**src/rtl/ran_dispenser.sv**
```systemverilog
`default_nettype none
// ============================================================================
// Module      : ran_dispenser
// Description : Round-robin dispenser of 5-bit pseudo-random values to up to
//               8 requesters over a req/ack handshake. Owns the random state:
//               seeds it, advances it and hands out one value per grant.
//               Optional macro RAN_FREERUN_EN: when defined the random state
//               advances on every edge instead of only on a grant.
// Revision    : 1.0 - initial release
// ============================================================================
module ran_dispenser #(
    parameter int NREQ = 4
) (
    input  logic            clk,
    input  logic            rst,
    input  logic [NREQ-1:0] req,
    output logic [NREQ-1:0] ack,
    output logic [4:0]      rnd_out,
    output logic [2:0]      grant_id,
    input  logic            seed_load,
    input  logic [4:0]      seed_val,
    output logic            busy
);

    localparam logic [4:0] c_LFSR_INIT = 5'h1f;

    typedef enum logic [0:0] {
        ARB  = 1'b0,
        HOLD = 1'b1
    } state_t;

    state_t          r_state;
    state_t          w_state_nxt;
    logic [4:0]      r_lfsr;
    logic [4:0]      w_lfsr_nxt;
    logic [2:0]      r_ptr;
    logic [2*NREQ-1:0] w_req2;
    logic [NREQ-1:0] w_rot;
    logic [2:0]      w_off;
    logic            w_found;
    logic [2:0]      w_winner;
    logic [NREQ-1:0] w_onehot;
    logic            w_grant;
    logic            w_advance;

    // Serial-style step: the low three bits reuse the freshly computed high bits.
    always_comb begin
        w_lfsr_nxt    = '0;
        w_lfsr_nxt[4] = r_lfsr[4] ^ r_lfsr[1];
        w_lfsr_nxt[3] = r_lfsr[3] ^ r_lfsr[0];
        w_lfsr_nxt[2] = r_lfsr[2] ^ w_lfsr_nxt[4];
        w_lfsr_nxt[1] = r_lfsr[1] ^ w_lfsr_nxt[3];
        w_lfsr_nxt[0] = r_lfsr[0] ^ w_lfsr_nxt[2];
    end

    // Rotate requests so bit 0 is the pointer position, then take the lowest set bit.
    assign w_req2 = {req, req};
    assign w_rot  = NREQ'(w_req2 >> r_ptr);

    // Priority search over the rotated view, translated back to a requester index.
    always_comb begin
        w_found  = 1'b0;
        w_off    = '0;
        w_onehot = '0;
        for (int k = NREQ - 1; k >= 0; k--) begin
            if (w_rot[k]) begin
                w_found = 1'b1;
                w_off   = 3'(k);
            end
        end
        w_winner = 3'((int'(r_ptr) + int'(w_off)) % NREQ);
        for (int k = 0; k < NREQ; k++) begin
            w_onehot[k] = (w_winner == 3'(k));
        end
    end

    // Arbitrate only in ARB; HOLD always lasts one cycle and ignores requests.
    always_comb begin
        w_state_nxt = r_state;
        w_grant     = 1'b0;
        busy        = 1'b0;
        case (r_state)
            ARB: begin
                if (w_found) begin
                    w_grant     = 1'b1;
                    w_state_nxt = HOLD;
                end
            end
            HOLD: begin
                busy        = 1'b1;
                w_state_nxt = ARB;
            end
            default: w_state_nxt = ARB;
        endcase
    end

`ifdef RAN_FREERUN_EN
    assign w_advance = 1'b1;
`else
    assign w_advance = w_grant;
`endif

    // State register for the arbitration FSM.
    always_ff @(posedge clk) begin
        if (rst) begin
            r_state <= ARB;
        end else begin
            r_state <= w_state_nxt;
        end
    end

    // Grant outputs, round-robin pointer and random state; seed load beats advance.
    always_ff @(posedge clk) begin
        if (rst) begin
            r_lfsr   <= c_LFSR_INIT;
            r_ptr    <= '0;
            ack      <= '0;
            rnd_out  <= '0;
            grant_id <= '0;
        end else begin
            ack <= w_grant ? w_onehot : '0;
            if (w_grant) begin
                rnd_out  <= r_lfsr;
                grant_id <= w_winner;
                r_ptr    <= 3'((int'(w_winner) + 1) % NREQ);
            end
            if (seed_load) begin
                r_lfsr <= (seed_val == 5'd0) ? c_LFSR_INIT : seed_val;
            end else if (w_advance) begin
                r_lfsr <= w_lfsr_nxt;
            end
        end
    end

endmodule
`default_nettype wire

```
**config.mk**
```make
export PLATFORM = sky130hd
export DESIGN_NAME = ran_dispenser
export DESIGN_NICKNAME = d
export VERILOG_FILES = /design/src/rtl/ran_dispenser.sv
export SDC_FILE = /design/constraint.sdc
export NUM_CORES = 1
export LEC_CHECK = 0
export ABC_AREA = 1
export BUFFER_PORTS_ARGS = -buffer_cell sky130_fd_sc_hd__buf_2
export CAP_MARGIN = 5
export CORE_ASPECT_RATIO = 1.1
export CORE_MARGIN = 5
export CORE_UTILIZATION = 54
export CTS_BUF_LIST = sky130_fd_sc_hd__clkbuf_4
export DETAILED_ROUTE_END_ITERATION = 8
export GPL_ROUTABILITY_DRIVEN = 0
export PLACE_DENSITY_LB_ADDON = 0.1
export SYNTH_ARGS = -nofsm -noshare
export SYNTH_HDL_FRONTEND = slang
export SYNTH_SLANG_ARGS = --single-unit
```
**constraint.sdc**
```tcl
create_clock -name clk -period 2.3 [get_ports clk]
set_input_delay 0.345 -clock clk [delete_from_list [all_inputs] [get_ports clk]]
set_output_delay 0.345 -clock clk [all_outputs]
set_load 0.05 [all_outputs]
```
==> reports/metrics.csv, run 1 <==
metric,value,unit
synth_seq_area_share,37.8,%
outcome,completed,
cts.path.max_buffers,2,
ctsRootBufferMaster,clkbuf_4,
fillerInstances,195,
io-pin-count,25,
leakagePower,0.654,nW
max_cap_viol_count,0,
synthCells,150,
seq_area,385,sq um
insertedDiodeCount,0,
cp-start-kind,flip-flop,
worst-setup-path-type,flip-flop to flip-flop,
syn_nets,164,
vias_per_cell,5.26,
synth_top_area_share,37.8,%
combPwrFrac,56.6,%
synth_top_area_cell,dfxtp_1,
ctsHoldBuffers,0,
core,1780,sq um
skew,4.13,ps
fp.dieH,55.3,microns
holdPathStages,2,
ant_nets,0,
path_clk_slew,100,ps
p_seq_share,32.9,%
netlist_area,1010,sq um
holdCritPathClass,input port to flip-flop,
hold_ws,282,ps
max-vdd-ir-drop,0.838,mV
rrSetupSlack,160,ps
synthTopCellsByArea,"dfxtp_1 38%, nand2_1 18%, nand3_1 13%, inv_1 5.6%, nor2_1 4.1%",
finalHoldViolations,0,
ys_seq_elements,19,
fmax,466,MHz
areaGrowthSynthToFinish,14.9,%
dr.pass1.iters,4,
synth_commonest_cells,"48 x nand2_1, 27 x nand3_1, 19 x dfxtp_1",
arrival,2340,ps
end_kind,flip-flop,
grt_pass1_wl,3.62,mm
vias,1010,
detailed_place_hpwl,1.71,mm
cts_made_buffers,3,
ys_warn_count,0,
multi_input_area,536,sq um
clock_latency,290,ps
cp_max_fo,7,
finalCriticalPeriod,2140,ps
numClockSinks,19,
nNetsFinal,189,
row_count,16,
wl,2.16,mm
grt_max_degree,14,
dieWidth,51.2,microns
post_drt_wl_per_cell,11.2,microns
async_flop_share,0,%
internal-power,0.000757,W
avgSynthCellArea,6.71,sq um
synth_ff_type,dfxtp_1,
port_buffers,23,
grt_pass1_vias,942,
overflow,0,
rr_worst_depth,14,
drc,0,
clock_power_share,10.6,%
synth_cell_type_count,26,
grt_usage,16.3,%
switching_share,51.3,%
p_switching,0.000798,W
drv_slew,0,
setup_tns,0,ps
drive_above_1_share,19.5,%
power.density,1340,nW/um^2
initial_core_util,56.5,%
synth-edff-count,0,
dieArea,2830,sq um
required,2500,ps
synth_most_common_cell,nand2_1,
setup_violations,0,
fin_crit_sh,93.2,%
cts_tree,built,
rsz0062_at_grt,no,
cts_max_level,1,
drt_iter0_drc,17,
antenna_found_initial,0,
worst paths after layout:
| path | start | endpoint |
|---|---|---|
| worst min-delay path | rst | ack[2]$_SDFF_PP0_ |
| worst max-delay path | r_ptr[0]$_SDFFE_PP0P_ | r_ptr[1]$_SDFFE_PP0P_ |
| worst min register to register | rnd_out[2]$_SDFFE_PP0P_ | rnd_out[2]$_SDFFE_PP0P_ |
| worst max register to register | r_ptr[0]$_SDFFE_PP0P_ | r_ptr[1]$_SDFFE_PP0P_ |
placed cells by master, fill, tap and decap left out:
cell / count
nand2_1: 48
nand3_1: 27
buf_2: 23
dfxtp_1: 17
inv_1: 15
nor2_1: 11
o21ai_0: 6
clkbuf_4: 3
xor2_1: 2
nand3b_1: 2
o21bai_1: 2
ha_1: 2
inv_2: 1
a21boi_0: 1
nand2_2: 1
o21ai_4: 1
clkinv_1: 1
xnor2_1: 1
nor3b_1: 1
nor2_2: 1
nand4_1: 1
a21oi_1: 1
a22o_1: 1
conb_1: 1
clkinv_2: 1
buf_4: 1
dfxtp_4: 1
dfxtp_2: 1
state kept, by name, summed over array words and instances (netlist names):
signal,count
ack,4
r_lfsr,5
rnd_out,5
r_ptr,2
grant_id,2
r_state,1
critical path: stages, from the launching register on:
cell	delay, ps
dfxtp_4	400
inv_2	50
nand2_1	80
nand3_1	70
nand2_1	90
nand3_1	80
a21boi_0	190
ha_1	190
xor2_1	190
nand3b_1	160
nand2_1	120
ha_1	310
inv_1	40
nand2_1	50
nand2_1	40
power by group through the flow:
stage | logic (W) | clock network [W] | registers, W
5_1_grt | 0.000973 | 0.000186 | 0.000524
3_3_place_gp | 0.000859 | 0 | 0.000507
4_1_cts | 0.000888 | 0.000169 | 0.000506
6_report | 0.000880 | 0.000164 | 0.000511
2_1_floorplan | 0.000462 | 0 | 0.000752
3_5_place_dp | 0.000880 | 0 | 0.000514
kinds of logic after synthesis:
group	synth area share, %
xor gates and xnor gates	2.61
adders and majority gates	2.48
and+or+nand+nor	39.5
AOI/OAI and AO/OA	8.20
other	0.372
DFF	37.8
buffers and inverters	9.07
per-stage QoR:
stage | worst slack (ps) | total power [W] | util (%) | cell area [sq um] | instances
3_5_place_dp | 53.6 | 0.00139 | 63.1 | 1120 | 188
3_3_place_gp | 235 | 0.00137 | 63.1 | 1120 | 188
2_1_floorplan | 342 | 0.00121 | - | 1010 | 150
6_report | 156 | 0.00156 | 65.0 | 1160 | 192
5_1_grt | 28.6 | 0.00168 | 65.0 | 1160 | 192
4_1_cts | 29.0 | 0.00156 | 64.7 | 1150 | 192
repair_timing:
action                     in CTS  in global routing
buffers inserted                0                  0
setup endpoints to repair       0                  2
resized for setup               0                  3
area by class of cell:
class                      count  share of cell area, %
multi-input combinational    110                   46.3
sequential                    19                   33.3
timing repair buffer          24                   10.6
inverter                      17                   5.51
clock buffer                   3                   1.95
tap                           18                   1.95
clock inverter                 1                  0.432
routing by layer:
| layer | track usage (%) | up-vias | part of all wire [%] |
|---|---|---|---|
| li1 | - | 524 | - |
| met1 | 15.5 | 454 | 39 |
| met2 | 31.9 | 27 | 54 |
| met3 | 3.76 | 5 | 5.2 |
| met4 | 6.92 | 0 | 1.7 |
| met5 | 0 | - | 0 |
Power figures use the tool's default switching activity.
==> run 2: changes to the inputs <==
Settings changed: CORE_ASPECT_RATIO 1.1 to 1.2.
==> run 2 against run 1 <==
  * Cell count increased by 0.52%
  * Clock power decreased by 3%
  * Hold slack improved by 5.2 ps
  * Power about the same
  * Worst setup slack improved by 42 ps
==> reports/metrics.csv, run 2 (synthesis gave the netlist of run 1 again) <==
metric,value,unit,change
outcome,completed,,
internal-power,0.000757,W,about the same
hold_path.startpoint,rst,,
cpMaxStageDelayCell,dfxtp_4,,
fillerInstances,193,,-1.0%
cts_made_buffers,3,,unchanged
path_clk_slew,100,ps,about the same
ctsRootBufferMaster,clkbuf_4,,
post_drt_wl_per_cell,11.0,microns,-1.7%
final_util,64.2,%,-0.74 points
skew,6.07,ps,+1.94 ps
detailed_place_hpwl,1.74,mm,+1.4%
slowest_delay,390,ps,about the same
cts_tree,built,,
numClockSinks,19,,unchanged
insertedDiodeCount,0,,unchanged
cts.path.max_buffers,2,,unchanged
dp_cells,189,,+0.53%
layout_common_cells,"47 x nand2_1, 27 x nand3_1, 23 x buf_2",,
rr_worst_depth,14,,unchanged
design_area,1160,sq um,+0.32%
drc,0,,unchanged
fin_crit_sh,91.4,%,-1.8 points
core,1810,sq um,+1.5%
row_count,17,,+1
cp_max_fo,7,,unchanged
vias_per_cell,5.10,,-3.0%
overflow,0,,unchanged
crit-reg2reg-launch,r_ptr[0]$_SDFFE_PP0P_,,
port_buffers,23,,unchanged
layout_commonest_cell,nand2_1,,
clock_latency,290,ps,about the same
leakagePower,0.655,nW,about the same
p_seq_share,32.8,%,about the same
max_cap_viol_count,0,,unchanged
finalCriticalPeriod,2100,ps,-41.7 ps
largestRegisters,"r_lfsr: 5 flops, rnd_out: 5 flops, ack: 4 flops",,
place_area,1130,sq um,+0.11%
combPwrFrac,57.0,%,+0.4 points
wl,2.13,mm,-1.2%
antenna_found_initial,0,,unchanged
switching_share,51.3,%,about the same
setup_tns,0,ps,unchanged
ant_nets,0,,unchanged
dr.pass1.iters,6,,+2
io-pin-count,25,,unchanged
fp.dieH,57.3,microns,+3.6%
arrival,2290,ps,-50 ps
holdCritPathClass,input port to flip-flop,,
cts_max_level,1,,unchanged
clock_power_share,10.2,%,-0.4 points
startpoint,r_ptr[0]$_SDFFE_PP0P_,,
grt_pass1_vias,994,,+5.5%
dieWidth,49.4,microns,-3.4%
grt_usage,16.5,%,+0.12 points
critical_path.cell_chain,"inv_2, nand2_1, nand3_1, nand2_1, nand3_1, a21boi_1, ha_1, xor2_1, nand3b_1, nand2_2, ha_1, inv_1, nand2_1, nand2_1",,
holdPathStages,2,,unchanged
max-vdd-ir-drop,0.751,mV,-10%
dieArea,2830,sq um,about the same
drive_above_1_share,20.1,%,+0.57 points
cp-start-kind,flip-flop,,
power.density,1340,nW/um^2,-0.25%
p_switching,0.000799,W,about the same
grt_max_degree,15,,+1
drt_iter0_drc,12,,-5
ctsHoldBuffers,0,,unchanged
areaGrowthSynthToFinish,15.3,%,
crit_top_cell,nand2_1,,
end_kind,flip-flop,,
nNetsFinal,189,,unchanged
drv_slew,0,,unchanged
rsz0062_at_grt,no,,
setup_violations,0,,unchanged
final_cells,193,,+0.52%
grt_pass1_wl,3.74,mm,+3.2%
worst-setup-path-type,flip-flop to flip-flop,,
finalHoldViolations,0,,unchanged
initial_core_util,55.7,%,-0.82 points
required,2490,ps,about the same
fmax,476,MHz,+2.0%
vias,985,,-2.5%
-- run 2: metrics by stage --
| step | hold WS [ps] | total power [W] | setup WS [ps] |
|---|---|---|---|
| finish | 287 | 0.00156 | 198 |
| CTS | 275 | 0.00155 | 1.64 |
| detailed placement | 462 | 0.00139 | 20.1 |
| global placement | 455 | 0.00136 | 231 |
| global route | 288 | 0.00169 | 36.5 |
| floorplan | 421 | 0.00121 | 342 |
-- run 2: repair_timing --
item,CTS,global route
resized for setup,0,5
setup buffers,0,0
setup endpoints to repair,0,2
hold endpoints to repair,0,0
-- run 2: layout make-up --
class                           count  area [sq um]  share of cell area, %
Multi-Input combinational cell    110           538                   46.3
Sequential cell                    19           385                   33.2
Timing Repair Buffer               24           123                   10.6
Inverter                           17          63.8                   5.50
Tap cell                           19          23.8                   2.05
Clock buffer                        3          22.5                   1.94
Clock inverter                      1          5.00                  0.431
-- run 2: power groups by stage --
stage / sequential [W] / clock [W] / combinational (W)
5_1_grt: 0.000525 / 0.000183 / 0.000983
6_report: 0.000511 / 0.000159 / 0.000886
3_3_place_gp: 0.000507 / 0 / 0.000855
3_5_place_dp: 0.000513 / 0 / 0.000880
4_1_cts: 0.000505 / 0.000167 / 0.000883
2_1_floorplan: 0.000752 / 0 / 0.000462
-- run 2: final timing paths --
check | to | slack, ps
worst max-delay path | r_ptr[1]$_SDFFE_PP0P_ | 200
worst min-delay path | ack[2]$_SDFF_PP0_ | 290
worst max register to register | r_ptr[1]$_SDFFE_PP0P_ | 200
worst min register to register | grant_id[0]$_SDFFE_PP0P_ | 470
-- run 2: worst max-delay path, delay by kind of cell (launching register included) --
kind	cells	cell delay, ps
and+or+nand+nor	8	710
adders and majority gates	2	470
DFF	1	390
xor gates and xnor gates	1	180
AOI/OAI and AO/OA	1	170
buffers and inverters	2	90
-- run 2: layer usage --
metal	track usage, %	up-vias	wire [microns]
li1	-	525	-
met1	15.7	426	811
met2	31.1	28	1140
met3	3.92	6	127
met4	9.74	0	57
met5	0	-	0
